**src/rtl/instruction_fetch_unit_pkg.sv**
```systemverilog
// Shared definitions for the instruction fetch unit: FSM encoding, opcode
// field width and wait-counter sizing.
package instruction_fetch_unit_pkg;

   typedef enum logic [1:0] {
      IDLE     = 2'd0,
      WAIT_ACK = 2'd1,
      VALID    = 2'd2
   } fetch_state_t;

   localparam int OPCODE_W        = 6;
   localparam int TIMEOUT_DEFAULT = 15;
   localparam int WAIT_CNT_W      = 4;

endpackage

```
**src/rtl/instruction_fetch_unit_if.sv**
```systemverilog
// Instruction-memory read bus between the fetch unit (master) and memory (slave).
interface instruction_fetch_unit_if #(
   parameter int ADDR_W  = 10,
   parameter int INSTR_W = 32
);

   // Handshake: the master raises mem_req and holds mem_req/mem_addr stable until
   // it samples mem_ack=1 on a rising edge; mem_rdata is valid only in that cycle.
   // mem_ack while mem_req=0 carries no meaning and is ignored by the master.
   logic               mem_req;
   logic [ADDR_W-1:0]  mem_addr;
   logic [INSTR_W-1:0] mem_rdata;
   logic               mem_ack;

   modport master (output mem_req, output mem_addr, input mem_rdata, input mem_ack);
   modport slave  (input mem_req, input mem_addr, output mem_rdata, output mem_ack);

endinterface

```
**src/rtl/instruction_fetch_unit_timeout.sv**
```systemverilog
// Wait counter for outstanding memory reads; flags the cycle whose
// increment brings the count to TIMEOUT.
module fetch_timeout_counter
   import instruction_fetch_unit_pkg::*;
#(
   parameter int TIMEOUT = TIMEOUT_DEFAULT
) (
   input  logic clk,
   input  logic reset,
   input  logic clear,
   input  logic enable,
   output logic expired
);

   logic [WAIT_CNT_W-1:0] count;

   always_ff @(posedge clk) begin
      if (reset || clear) begin
         count <= '0;
      end else if (enable) begin
         count <= count + 1'b1;
      end
   end

   // Asserted one cycle early so the fetch FSM can register fetch_err on the
   // same edge at which the count reaches TIMEOUT.
   assign expired = enable && (count == WAIT_CNT_W'(TIMEOUT - 1));

endmodule

```
**src/rtl/instruction_fetch_unit.sv**
```systemverilog
// Instruction fetch unit: requests the word at PC, holds it in the IR until the
// control unit takes it, and handles branch loads and memory timeouts.
module instruction_fetch_unit
   import instruction_fetch_unit_pkg::*;
#(
   parameter int               ADDR_W   = 10,
   parameter int               INSTR_W  = 32,
   parameter logic [ADDR_W-1:0] RESET_PC = '0,
   parameter int               TIMEOUT  = TIMEOUT_DEFAULT
) (
   input  logic                  clk,
   input  logic                  reset,
   input  logic                  fetch_en,
   input  logic                  instr_taken,
   input  logic                  pc_load,
   input  logic [ADDR_W-1:0]     pc_load_addr,
   instruction_fetch_unit_if.master mem,
   output logic [OPCODE_W-1:0]   OPCode,
   output logic [ADDR_W-1:0]     operand,
   output logic [ADDR_W-1:0]     pc,
   output logic                  instr_valid,
   output logic                  fetch_err,
   output logic [INSTR_W-1:0]    ir,
   output fetch_state_t          state
);

   logic              load_pend;
   logic [ADDR_W-1:0] load_addr_q;
   logic [ADDR_W-1:0] fetch_addr;
   logic              start_fetch;
   logic              wait_en;
   logic              wait_expired;

   assign fetch_addr  = pc_load ? pc_load_addr : pc;
   assign start_fetch = fetch_en && ((state == IDLE) || ((state == VALID) && instr_taken));
   assign wait_en     = (state == WAIT_ACK) && !mem.mem_ack;

   fetch_timeout_counter #(.TIMEOUT(TIMEOUT)) u_timeout (
      .clk     (clk),
      .reset   (reset),
      .clear   (start_fetch),
      .enable  (wait_en),
      .expired (wait_expired)
   );

   // Fields come straight off the IR so they line up with instr_valid.
   assign OPCode  = ir[INSTR_W-1 -: OPCODE_W];
   assign operand = ir[ADDR_W-1:0];

   always_ff @(posedge clk) begin
      if (reset) begin
         state        <= IDLE;
         pc           <= RESET_PC;
         ir           <= '0;
         mem.mem_addr <= '0;
         mem.mem_req  <= 1'b0;
         instr_valid  <= 1'b0;
         fetch_err    <= 1'b0;
         load_pend    <= 1'b0;
         load_addr_q  <= '0;
      end else begin
         fetch_err <= 1'b0;
         case (state)
            IDLE, VALID: begin
               if (pc_load) pc <= pc_load_addr;
               if (start_fetch) begin
                  mem.mem_addr <= fetch_addr;
                  mem.mem_req  <= 1'b1;
                  instr_valid  <= 1'b0;
                  state        <= WAIT_ACK;
               end else if ((state == VALID) && instr_taken) begin
                  instr_valid <= 1'b0;
                  state       <= IDLE;
               end
            end
            WAIT_ACK: begin
               if (mem.mem_ack) begin
                  ir <= mem.mem_rdata;
                  // A branch seen during the read overrides the sequential PC.
                  if (pc_load)        pc <= pc_load_addr;
                  else if (load_pend) pc <= load_addr_q;
                  else                pc <= mem.mem_addr + ADDR_W'(1);
                  load_pend   <= 1'b0;
                  mem.mem_req <= 1'b0;
                  instr_valid <= 1'b1;
                  state       <= VALID;
               end else if (wait_expired) begin
                  load_pend   <= 1'b0;
                  mem.mem_req <= 1'b0;
                  fetch_err   <= 1'b1;
                  state       <= IDLE;
               end else if (pc_load) begin
                  load_pend   <= 1'b1;
                  load_addr_q <= pc_load_addr;
               end
            end
            default: begin
               mem.mem_req <= 1'b0;
               instr_valid <= 1'b0;
               state       <= IDLE;
            end
         endcase
      end
   end

endmodule
```
**src/flat_wrapper.sv**
```systemverilog
// flat-port wrapper written by rule: the top's interface ports become plain ports
module instruction_fetch_unit_flat import instruction_fetch_unit_pkg::*;
#(
   parameter int               ADDR_W   = 10,
   parameter int               INSTR_W  = 32,
   parameter logic [ADDR_W-1:0] RESET_PC = '0,
   parameter int               TIMEOUT  = TIMEOUT_DEFAULT
)
  (clk, reset, fetch_en, instr_taken, pc_load, pc_load_addr, OPCode, operand, pc, instr_valid, fetch_err, ir, state, mem_mem_req, mem_mem_addr, mem_mem_rdata, mem_mem_ack);
  instruction_fetch_unit_if #(.ADDR_W(ADDR_W), .INSTR_W(INSTR_W)) mem_i ();
  input  logic clk;
  input  logic reset;
  input  logic fetch_en;
  input  logic instr_taken;
  input  logic pc_load;
  input  logic [ADDR_W-1:0] pc_load_addr;
  output logic [OPCODE_W-1:0] OPCode;
  output logic [ADDR_W-1:0] operand;
  output logic [ADDR_W-1:0] pc;
  output logic instr_valid;
  output logic fetch_err;
  output logic [INSTR_W-1:0] ir;
  output fetch_state_t state;
  output wire logic [$bits(mem_i.mem_req)-1:0] mem_mem_req;
  output wire logic [$bits(mem_i.mem_addr)-1:0] mem_mem_addr;
  input wire logic [$bits(mem_i.mem_rdata)-1:0] mem_mem_rdata;
  input wire logic [$bits(mem_i.mem_ack)-1:0] mem_mem_ack;
  assign mem_mem_req = mem_i.mem_req;
  assign mem_mem_addr = mem_i.mem_addr;
  assign mem_i.mem_rdata = mem_mem_rdata;
  assign mem_i.mem_ack = mem_mem_ack;
  instruction_fetch_unit #(.ADDR_W(ADDR_W), .INSTR_W(INSTR_W), .RESET_PC(RESET_PC), .TIMEOUT(TIMEOUT)) u_core (.clk(clk), .reset(reset), .fetch_en(fetch_en), .instr_taken(instr_taken), .pc_load(pc_load), .pc_load_addr(pc_load_addr), .mem(mem_i), .OPCode(OPCode), .operand(operand), .pc(pc), .instr_valid(instr_valid), .fetch_err(fetch_err), .ir(ir), .state(state));
endmodule
```
**config.mk**
```make
export PLATFORM = sky130hd
export DESIGN_NAME = instruction_fetch_unit_flat
export DESIGN_NICKNAME = d
export VERILOG_FILES = /design/src/rtl/instruction_fetch_unit_pkg.sv /design/src/rtl/instruction_fetch_unit_if.sv /design/src/rtl/instruction_fetch_unit_timeout.sv /design/src/rtl/instruction_fetch_unit.sv /design/src/flat_wrapper.sv
export SDC_FILE = /design/constraint.sdc
export NUM_CORES = 1
export LEC_CHECK = 0
export ABC_CLOCK_PERIOD_IN_PS = 2400
export BUFFER_PORTS_ARGS = -buffer_cell sky130_fd_sc_hd__buf_2
export CAP_MARGIN = 20
export CELL_PAD_IN_SITES_DETAIL_PLACEMENT = 0
export CELL_PAD_IN_SITES_GLOBAL_PLACEMENT = 1
export CORE_UTILIZATION = 38
export DETAILED_ROUTE_END_ITERATION = 7
export PLACE_DENSITY_LB_ADDON = 0.15
export SKIP_CTS_REPAIR_TIMING = 1
export SLEW_MARGIN = 10
export SYNTH_ARGS = -nofsm -noshare
export SYNTH_HDL_FRONTEND = slang
export SYNTH_SLANG_ARGS = --single-unit
```
**constraint.sdc**
```tcl
create_clock -name clk -period 2.4 [get_ports clk]
set_clock_uncertainty 0.1 [all_clocks]
set_input_delay 0.24 -clock clk [delete_from_list [all_inputs] [get_ports clk]]
set_output_delay 0.24 -clock clk [all_outputs]
set_load 0.005 [all_outputs]
```
== Word level (Yosys, flattened, before mapping) ==
Index checks and enable logic that the tools add are counted.

* Input port bits: 48
* Output and inout bits: 73
* Word-level logic and storage cells: 64
* Register bits after elaboration: 72

* Multiplexer cells: 22
* Bitwise gates (word level): 3
* Add/subtract/negate cells: 2
* Reductions and logical operators: 20
* Eq/ne operators: 7

{| class="wikitable"
|+ Operators by type and width
! cell !! count
|-
| 10-bit two-way mux || 4
|-
| 10-bit case mux with 2 select lines || 1
|-
| 2-bit AND reduction || 7
|-
| 10-bit by 1-bit adder with 10-bit output (second input constant) || 1
|-
| 1-bit two-way mux || 10
|-
| 2-bit two-way mux || 4
|-
| 4-bit by 1-bit adder with 4-bit output (second input constant) || 1
|-
| 4-bit == test (second input constant) || 1
|-
| 1-bit logical AND || 4
|-
| 2-bit inequality test (second input constant) || 2
|-
| 1-bit case mux with 2 select lines || 2
|-
| 2-bit case mux with 2 select lines || 1
|-
| 4-bit AND reduction || 1
|-
| 3-bit by 2-bit inequality test with 1-bit output (second input constant) || 1
|-
| 3-bit inequality test (second input constant) || 1
|-
| 1-bit NOT || 3
|-
| 3-bit nonzero test || 1
|-
| 3-bit OR reduction || 1
|-
| 2-bit by 1-bit == test with 1-bit output (second input constant) || 1
|-
| 2-bit == test (second input constant) || 1
|-
| 2-bit logical NOT || 1
|-
| 1-bit logical OR || 2
|-
| 2-bit nonzero test || 1
|-
| 2-bit OR reduction || 1
|-
| 1-bit logical NOT || 1
|}

== Logic depth before layout (Yosys ltp) ==
Gate-level depths: netlist of the first run.

* Depth after elaboration: 6
* Depth in mapped cells: 8
* Gate-level depth less buffers: 7

== By module ==
A second synthesis of the first run with hierarchy kept.

* Cells, all modules: 391
* Area, all modules: 3250.6 um^2

{| class="wikitable"
|+ Modules (own cells, without submodules)
! module !! times used !! area each (um^2) !! cells each !! sequential area each (um^2)
|-
| instruction_fetch_unit || 1 || 3049.2 || 372 || 1361.3
|-
| fetch_timeout_counter || 1 || 201.4 || 19 || 80.1
|}

== Worst setup path after synthesis of the first run ==
No wires, ideal clock.

* Kind: reg-to-reg
* From: register u_core.state[0]
* To: register u_core.load_addr_q[9]
* Stages on the path, launching flop included: 7
* Setup slack: 0.906 ns
* Arrival time: 1.267 ns
* Period minus slack after synthesis: 1.494 ns
* Data required time: 2.172 ns
* Library setup time: 0.128 ns
* Path buffers: 2
* Cell sequence: dfxtp_1 -> buf_4 -> nor3b_4 -> nand3_2 -> buf_6 -> mux2i_1 -> nor2_1

* Longest elaborated chain between the ends: 5

{| class="wikitable"
|+ RTL lines
! item !! line !! text
|-
| start, declared || instruction_fetch_unit.sv:24 || <nowiki>output fetch_state_t state</nowiki>
|-
| start signal, assigned || instruction_fetch_unit.sv:52 || <nowiki>state <= IDLE;</nowiki>
|-
| start signal, assigned || instruction_fetch_unit.sv:70 || <nowiki>state <= WAIT_ACK;</nowiki>
|-
| start signal, assigned || instruction_fetch_unit.sv:73 || <nowiki>state <= IDLE;</nowiki>
|-
| 2-bit by 1-bit == test with 1-bit output (*) || instruction_fetch_unit.sv:36, instruction_fetch_unit.sv:63 ||
|-
| 1-bit logical AND || instruction_fetch_unit.sv:36 || <nowiki>assign wait_en = (state == WAIT_ACK) && !mem.mem_ack;</nowiki>
|-
| 1-bit logical AND || instruction_fetch_unit_timeout.sv:27 || <nowiki>assign expired = enable && (count == WAIT_CNT_W'(TIMEOUT - 1));</nowiki>
|-
| 1-bit NOT (no line) || -- ||
|-
| 4-bit AND reduction (no line) (*) || -- ||
|-
| end signal, assigned || instruction_fetch_unit.sv:94 || <nowiki>load_addr_q <= pc_load_addr;</nowiki>
|-
| end, declared || instruction_fetch_unit.sv:28 || <nowiki>logic [ADDR_W-1:0] load_addr_q;</nowiki>
|}

Mark *: on every way between the ends. The rest lies on a longest branch, timed or not.
A chain may end at the register's enable or synchronous reset.

== Final worst setup path of the first run ==
* From: register u_core.state[0]
* To: register u_core.pc[7]

* Longest elaborated chain between the ends: 4
* Elaborated cells on any way between the ends: 8
* Classes of those cells: 3 x eq/ne; 1 x mux; 4 x reduce/logical

{| class="wikitable"
|+ RTL lines
! item !! line !! text
|-
| 2-bit == test / 2-bit logical NOT (equally long branches) || instruction_fetch_unit.sv:63 || <nowiki>case (state)</nowiki>
|-
| 2-bit OR reduction || instruction_fetch_unit.sv:63 ||
|-
| 2-bit nonzero test (no line) || -- ||
|-
| 2-bit AND reduction (no line) || -- ||
|-
| end signal, assigned || instruction_fetch_unit.sv:65 || <nowiki>if (pc_load) pc <= pc_load_addr;</nowiki>
|-
| end signal, assigned || instruction_fetch_unit.sv:80 || <nowiki>if (pc_load) pc <= pc_load_addr;</nowiki>
|-
| end signal, assigned || instruction_fetch_unit.sv:81 || <nowiki>else if (load_pend) pc <= load_addr_q;</nowiki>
|-
| end, declared || instruction_fetch_unit.sv:20 || <nowiki>output logic [ADDR_W-1:0] pc,</nowiki>
|}

Several ways; a longest one is shown, not always the timed one.

==> flow_metrics.py, run 1 <==
metrics = {
    "grt": {
        "globalRouteTotalUtil_pct": 18.3,
        "grt_max_degree": 34,
        "antenna_found_initial": 0,
        "overflow": 0,
        "grt_pass1_vias": 2425,
        "grt_pass1_wl_um": 12300,
    },
    "yosys": {
        "synth_cell_type_count": 40,
        "synth-edff-count": 0,
        "async_flop_share_pct": 0,
        "synth_fp_nets": 430,
        "synth_cells": 379,
        "synth_seq_area_share_pct": 44.7,
        "netlist_area_um2": 3220,
        "ys_ff_latch": 72,
        "synth_area_per_cell_um2": 8.51,
        "yosysMostFrequentCell": "nand2_1",
        "synthTopCellsByArea": "dfxtp_1 (45%), nand2_1 (8.7%), a21oi_1 (6.5%)",
        "synth_top_cell_by_area": "dfxtp_1",
        "synth_top_cell_area_share_pct": 44.7,
        "yosys_warnings": 0,
        "synth_commonest_cells": "nand2_1 (75), dfxtp_1 (72), a21oi_1 (42), nor2_1 (36), buf_4 (22)",
        "synth_top_flop_cell": "dfxtp_1",
    },
    "die": {
        "core_um2": 8220,
        "die_h_um": 94.1,
        "num_rows": 33,
        "dieArea_um2": 8860,
        "initial_core_util_pct": 39.2,
        "die_w_um": 94.1,
        "io_pins": 121,
    },
    "finish": {
        "final_cells": 585,
        "final_area_um2": 3920,
        "diodes": 0,
        "num-nets-final": 528,
        "drive_gt1_share_pct": 31.3,
        "finish.utilization_pct": 47.8,
        "area_delta_synth_final_pct": 21.7,
    },
    "critical_path": {
        "crit_type": "register to register",
        "cp_cell_sequence": "nor2b_1 -> nand2_1 -> nor3_1 -> o221ai_1 -> o21ai_0",
        "crit_path_start_kind": "register",
        "crit_arrival_ps": 2070,
        "end_kind": "register",
        "slowest_stage": "dfxtp_1",
        "max_stage_delay_ps": 540,
        "crit_path_max_fanout": 10,
        "critPathTopFamily": "simple AND/OR/NAND/NOR gates",
        "worst-path-buf-inv": 0,
        "required_ps": 2570,
    },
    "detailed_routing": {
        "route.detailed.drc": 0,
        "vias": 2885,
        "routed_via_density": 4.93,
        "met2_wirelength_um": 3650,
        "drt_wl_total_um": 7970,
        "firstDrtPassIters": 4,
        "wl_per_cell_um": 13.6,
        "dr_wl_met3_um": 412,
        "drt.antenna.violating_nets": 0,
        "first_iter_violations": 88,
        "top_layer": "met4",
        "met1Wirelength_um": 3780,
    },
    "sta": {
        "clock.fmax_mhz": 525,
        "finalHoldViolCount": 0,
        "relSlewSlack_pct": 51.8,
        "fin_tns_setup_ps": 0,
        "worst-slew-pin-transition_ps": 721,
        "slew_violations": 0,
        "finalCriticalPeriod_ps": 1900,
        "rsz0062_at_grt": "false",
        "fin_crit_sh_pct": 79.3,
        "timing.final.ws_setup_ps": 496,
        "setup_viol": 0,
    },
    "place": {
        "dp_hpwl_um": 5570,
        "gp_congestion": 0.791,
        "port_buffers": 120,
        "place_inst": 571,
        "pre_cts_ws_ps": 510,
        "placed_cell_area_um2": 3760,
    },
    "pwr": {
        "p_leak_nw": 1.82,
        "power.density_nw_per_um2": 632,
        "peakVddDrop_v": 0.000265,
    },
    "cts": {
        "clock-root-buffer": "clkbuf_8",
        "cts_sinks": 72,
        "htreeDepth": 3,
        "cts_tree": "built",
        "cts_buffer_depth": 2,
        "cts_buffers": 9,
        "cts.reportedPaths.clkPinSlew_ps": 80,
        "clkLatencyLatePin_ps": 340,
    },
    "outcome": {
        "status": "complete, no violations",
    },
    "worst_hold_path": {
        "min_path_type": "input port to register",
    },
    "flow_run": {
        "drv_cap": 0,
    },
}
==> state kept, by name (all words and copies together) (netlist names) <==
signal	cells
u_core.instr_valid	1
u_core.ir	32
u_core.u_timeout.count	4
u_core.state	2
u_core.load_pend	1
u_core.fetch_err	1
u_core.pc	10
u_core.mem.mem_req	1
u_core.mem.mem_addr	10
u_core.load_addr_q	10
==> metal layers <==
layer  track usage [%]  vias to the layer above
li1                  -                     1472
met1              24.3                     1315
met2              28.3                       87
met3              3.96                       11
met4              8.08                        0
met5                 0                        -
==> stage by stage <==
stage          hold WS (ps)  total power [mW]
3_5_place_dp            346              1.70
2_1_floorplan           276              1.55
3_3_place_gp            339              1.69
4_1_cts                6.58              2.53
5_1_grt                10.8              2.63
6_report               23.4              2.48
==> final cells by class <==
class	count	area, µm²
Inverter	7	26.3
Fill cell	853	4290
Tap cell	105	131
Clock inverter	4	22.5
Timing Repair Buffer	129	681
Sequential cell	72	1440
Multi-Input combinational cell	258	1480
Clock buffer	10	138
==> worst reg2reg max path, cell delays in order, from the launching register on <==
cell,delay [ps]
dfxtp_1,540
nor2b_1,440
nand2_1,250
nor3_1,260
o221ai_1,140
o21ai_0,90
==> worst paths after layout <==
check | depth (start not counted) | end | slack [ps] | startpoint
worst max register to register | 5 | u_core.pc[7]$_SDFFE_PP0P_ | 500 | u_core.state[0]$_SDFFE_PP0P_
worst max-delay path | 5 | u_core.pc[7]$_SDFFE_PP0P_ | 500 | u_core.state[0]$_SDFFE_PP0P_
worst min-delay path | 3 | u_core.ir[31]$_SDFFE_PP0P_ | 20 | mem_mem_rdata[31]
worst min register to register | 2 | u_core.ir[12]$_SDFFE_PP0P_ | 350 | u_core.ir[12]$_SDFFE_PP0P_
==> kinds of logic after synthesis <==
group | count (synthesis) | share of synthesized area [%]
adders and majority gates | 3 | 1.16
DFF | 72 | 44.7
xor gates and xnor gates | 11 | 2.99
AOI/OAI and AO/OA | 85 | 16.8
buffers and inverters | 49 | 9.27
and+or+nand+nor | 138 | 18.5
muxes | 21 | 6.56
==> placed cells by master, fill, tap and decap left out, types with 2 or more instances in the layout <==
cell type and instances:
xnor2_1 6, xor2_1 5, o211ai_1 2, clkbuf_8 10, clkinv_2 3, a32oi_1 3, nand3_1 6, nor3_1 5
a311oi_1 4, inv_1 7, a21oi_1 42, a22oi_1 6, nand2_1 75, o21ai_2 2, nand2b_1 2, mux2i_1 20
o21ai_0 3, buf_2 120, and3_1 2, buf_4 8, nor2b_1 2, o22ai_1 3, ha_1 3, a211oi_1 12
nor2_1 36, dfxtp_1 72, a31oi_1 2, nand4_1 3, and2_1 3
==> report_power, final <==
part / switching (mW) / leakage [nW] / internal [mW] / total [mW]
Sequential: 0.0613 / 0.587 / 1.25 / 1.32
Combinational: 0.186 / 1.14 / 0.163 / 0.349
Clock: 0.429 / 0.0838 / 0.386 / 0.815
(Power assumes the default switching activity.)
==> inputs of run 2 (changes only) <==
Settings changed: ABC_AREA set to 1, ABC_CLOCK_PERIOD_IN_PS 2400 to 1600, CORE_UTILIZATION 38 to 31.
Clock period 2.4 ns to 1.6 ns, I/O delays scaled along.
==> flow_metrics.py, run 2 <==
metrics = {
    "critical_path": {
        "required_ps": 1760,
        "crit_arrival_ps": 1610,
        "worst_path_most_repeated_cell": "nand2_1",
        "end_kind": "register",
        "r2r-start": "u_core.state[1]$_SDFFE_PP0P_",
        "max_stage_delay_ps": 330,
        "crit_path_max_fanout": 7,
        "cp_cell_sequence": "buf_4 -> nand2_1 -> nand2_1 -> nor2_1 -> inv_1 -> nand2_1 -> a211oi_1",
        "reg2reg_depth": 7,
        "slowest_stage": "dfxtp_1",
        "crit_path_start_kind": "register",
        "crit_type": "register to register",
        "startpoint": "u_core.state[1]$_SDFFE_PP0P_",
    },
    "cts": {
        "clock-root-buffer": "clkbuf_8",
        "clkLatencyLatePin_ps": 340,
        "cts_tree": "built",
        "cts_sinks": 72,
        "cts_buffers": 9,
        "htreeDepth": 3,
        "cts_buffer_depth": 2,
        "cts.reportedPaths.clkPinSlew_ps": 80,
    },
    "yosys": {
        "synth_top_cell_area_share_pct": 44.4,
        "synth_top_cell_by_area": "dfxtp_1",
        "synthTopCellsByArea": "dfxtp_1 (44%), nor2_1 (9.0%), o21ai_0 (9.0%)",
        "async_flop_share_pct": 0,
        "ys_ff_latch": 72,
        "synth_cell_type_count": 26,
        "synth_commonest_cells": "nor2_1 (78), dfxtp_1 (72), o21ai_0 (58), nand2_1 (54), a21oi_1 (46)",
        "synth_cells": 448,
        "synth_area_per_cell_um2": 7.24,
        "synth-edff-count": 0,
        "synth_top_flop_cell": "dfxtp_1",
        "synth_fp_nets": 499,
        "synth_seq_area_share_pct": 44.4,
        "yosysMostFrequentCell": "nor2_1",
        "netlist_area_um2": 3240,
        "yosys_warnings": 0,
    },
    "pwr": {
        "power.density_nw_per_um2": 978,
        "peakVddDrop_v": 0.000393,
        "p_leak_nw": 2.21,
        "power_mw": 4.45,
    },
    "place": {
        "gp_congestion": 0.787,
        "dp_hpwl_um": 6640,
        "port_buffers": 120,
    },
    "sta": {
        "fin_tns_setup_ps": 0,
        "rsz0062_at_grt": "false",
        "fin_crit_sh_pct": 90.4,
        "finalHoldViolCount": 0,
        "slew_violations": 0,
        "worst-slew-pin-transition_ps": 416,
        "finalCriticalPeriod_ps": 1450,
        "relSlewSlack_pct": 72.3,
        "setup_viol": 0,
        "clock.fmax_mhz": 691,
    },
    "die": {
        "initial_core_util_pct": 32.6,
        "die_w_um": 104,
        "io_pins": 121,
        "num_rows": 36,
        "die_h_um": 104,
        "dieArea_um2": 10900,
        "core_um2": 9950,
    },
    "finish": {
        "register_area_um2": 1440,
        "diodes": 0,
        "drive_gt1_share_pct": 26.9,
        "area_delta_synth_final_pct": 40.2,
        "largest_reg_flops": 32,
        "final_common_cell": "buf_2",
        "num-nets-final": 645,
        "fillCellCount": 1026,
        "final_cell_mix": "buf_2 (120), nor2_1 (77), dfxtp_1 (70), o21ai_0 (58), nand2_1 (54)",
        "regMostFlops": "u_core.ir",
        "multi_input_area_um2": 1420,
    },
    "worst_hold_path": {
        "min_from": "pc_load_addr[1]",
        "worstHoldPathCells": 3,
        "min_path_type": "input port to register",
    },
    "detailed_routing": {
        "vias": 3338,
        "route.detailed.drc": 0,
        "first_iter_violations": 121,
        "wl_per_cell_um": 13.3,
        "drt.antenna.violating_nets": 0,
        "routed_via_density": 4.56,
        "drt_wl_total_um": 9730,
        "firstDrtPassIters": 5,
    },
    "grt": {
        "overflow": 0,
        "grt_pass1_wl_um": 15200,
        "antenna_found_initial": 0,
        "grt_pass1_vias": 3007,
        "globalRouteTotalUtil_pct": 17.5,
        "grt_max_degree": 49,
    },
    "outcome": {
        "status": "complete, no violations",
    },
    "flow_run": {
        "drv_cap": 0,
    },
}
-- run 2: cell types whose count changed in the layout (fill, tap and decap cells not counted), moves of 11 or more --
cell,change
dlygate4sd3_1,+36
mux2i_1,-20
inv_1,+38
nor2_1,+41
a211oi_1,-11
o21ai_1,+13
nand2_1,-21
o21ai_0,+55
-- run 2: layer usage --
layer | vias up | share of wire (%) | track usage [%] | wire length, µm
li1 | 1733 | - | - | -
met5 | - | 0 | 0 | 0
met3 | 2 | 6.9 | 6.20 | 676
met1 | 1492 | 46 | 22.6 | 4500
met4 | 0 | 0.32 | 4.59 | 31
met2 | 111 | 46 | 27.5 | 4520
-- run 2: through the flow --
step           instances  setup WS [ps]  cell area (µm²)  hold slack, ps  utilization [%]
6_report             732            153             4550            1.37             45.7
5_1_grt              732           23.1             4550            1.39             45.7
4_1_cts              696           36.7             4180           -83.3             42.0
3_5_place_dp         680           52.0             3940             286             39.5
3_3_place_gp         680           94.7             3940             282             39.5
2_1_floorplan        448            227             3240             129                -
-- run 2: final timing paths --
| path | to | slack [ps] |
|---|---|---|
| worst max-delay path | u_core.u_timeout.count[1]$_SDFFE_PP0P_ | 150 |
| worst min-delay path | u_core.load_addr_q[1]$_SDFFE_PP0P_ | 1 |
| worst max register to register | u_core.u_timeout.count[1]$_SDFFE_PP0P_ | 150 |
| worst min register to register | u_core.load_addr_q[9]$_SDFFE_PP0P_ | 350 |
-- run 2: area by class of cell --
type	instances	share of cell area (%)
Timing Repair Buffer	171	24.2
Multi-Input combinational cell	293	31.1
Clock buffer	11	3.11
Sequential cell	72	31.7
Tap cell	133	3.66
Clock inverter	5	2.28
Inverter	47	3.93
-- run 2: logic make-up (layout without fill, tap and decap cells) --
family / count (synthesis) / after routing / share of synthesized area, %
xor+xnor: 2 / 2 / 0.540
fa+ha+maj: 3 / 3 / 1.16
compound gates: 130 / 130 / 21.2
buf+inv: 83 / 234 / 12.0
flops: 72 / 72 / 44.4
simple gates: 158 / 158 / 20.6
-- run 2: critical path: cells and delay by family (launching register included) --
family,cells,cell delay (ps)
buf+inv,2,370
compound gates,1,200
flops,1,330
simple gates,4,370
-- run 2: report_power, final --
group / switching (mW) / internal, mW
Sequential: 0.0812 / 1.91
Clock: 0.696 / 1.08
Combinational: 0.366 / 0.320
Total: 1.14 / 3.31
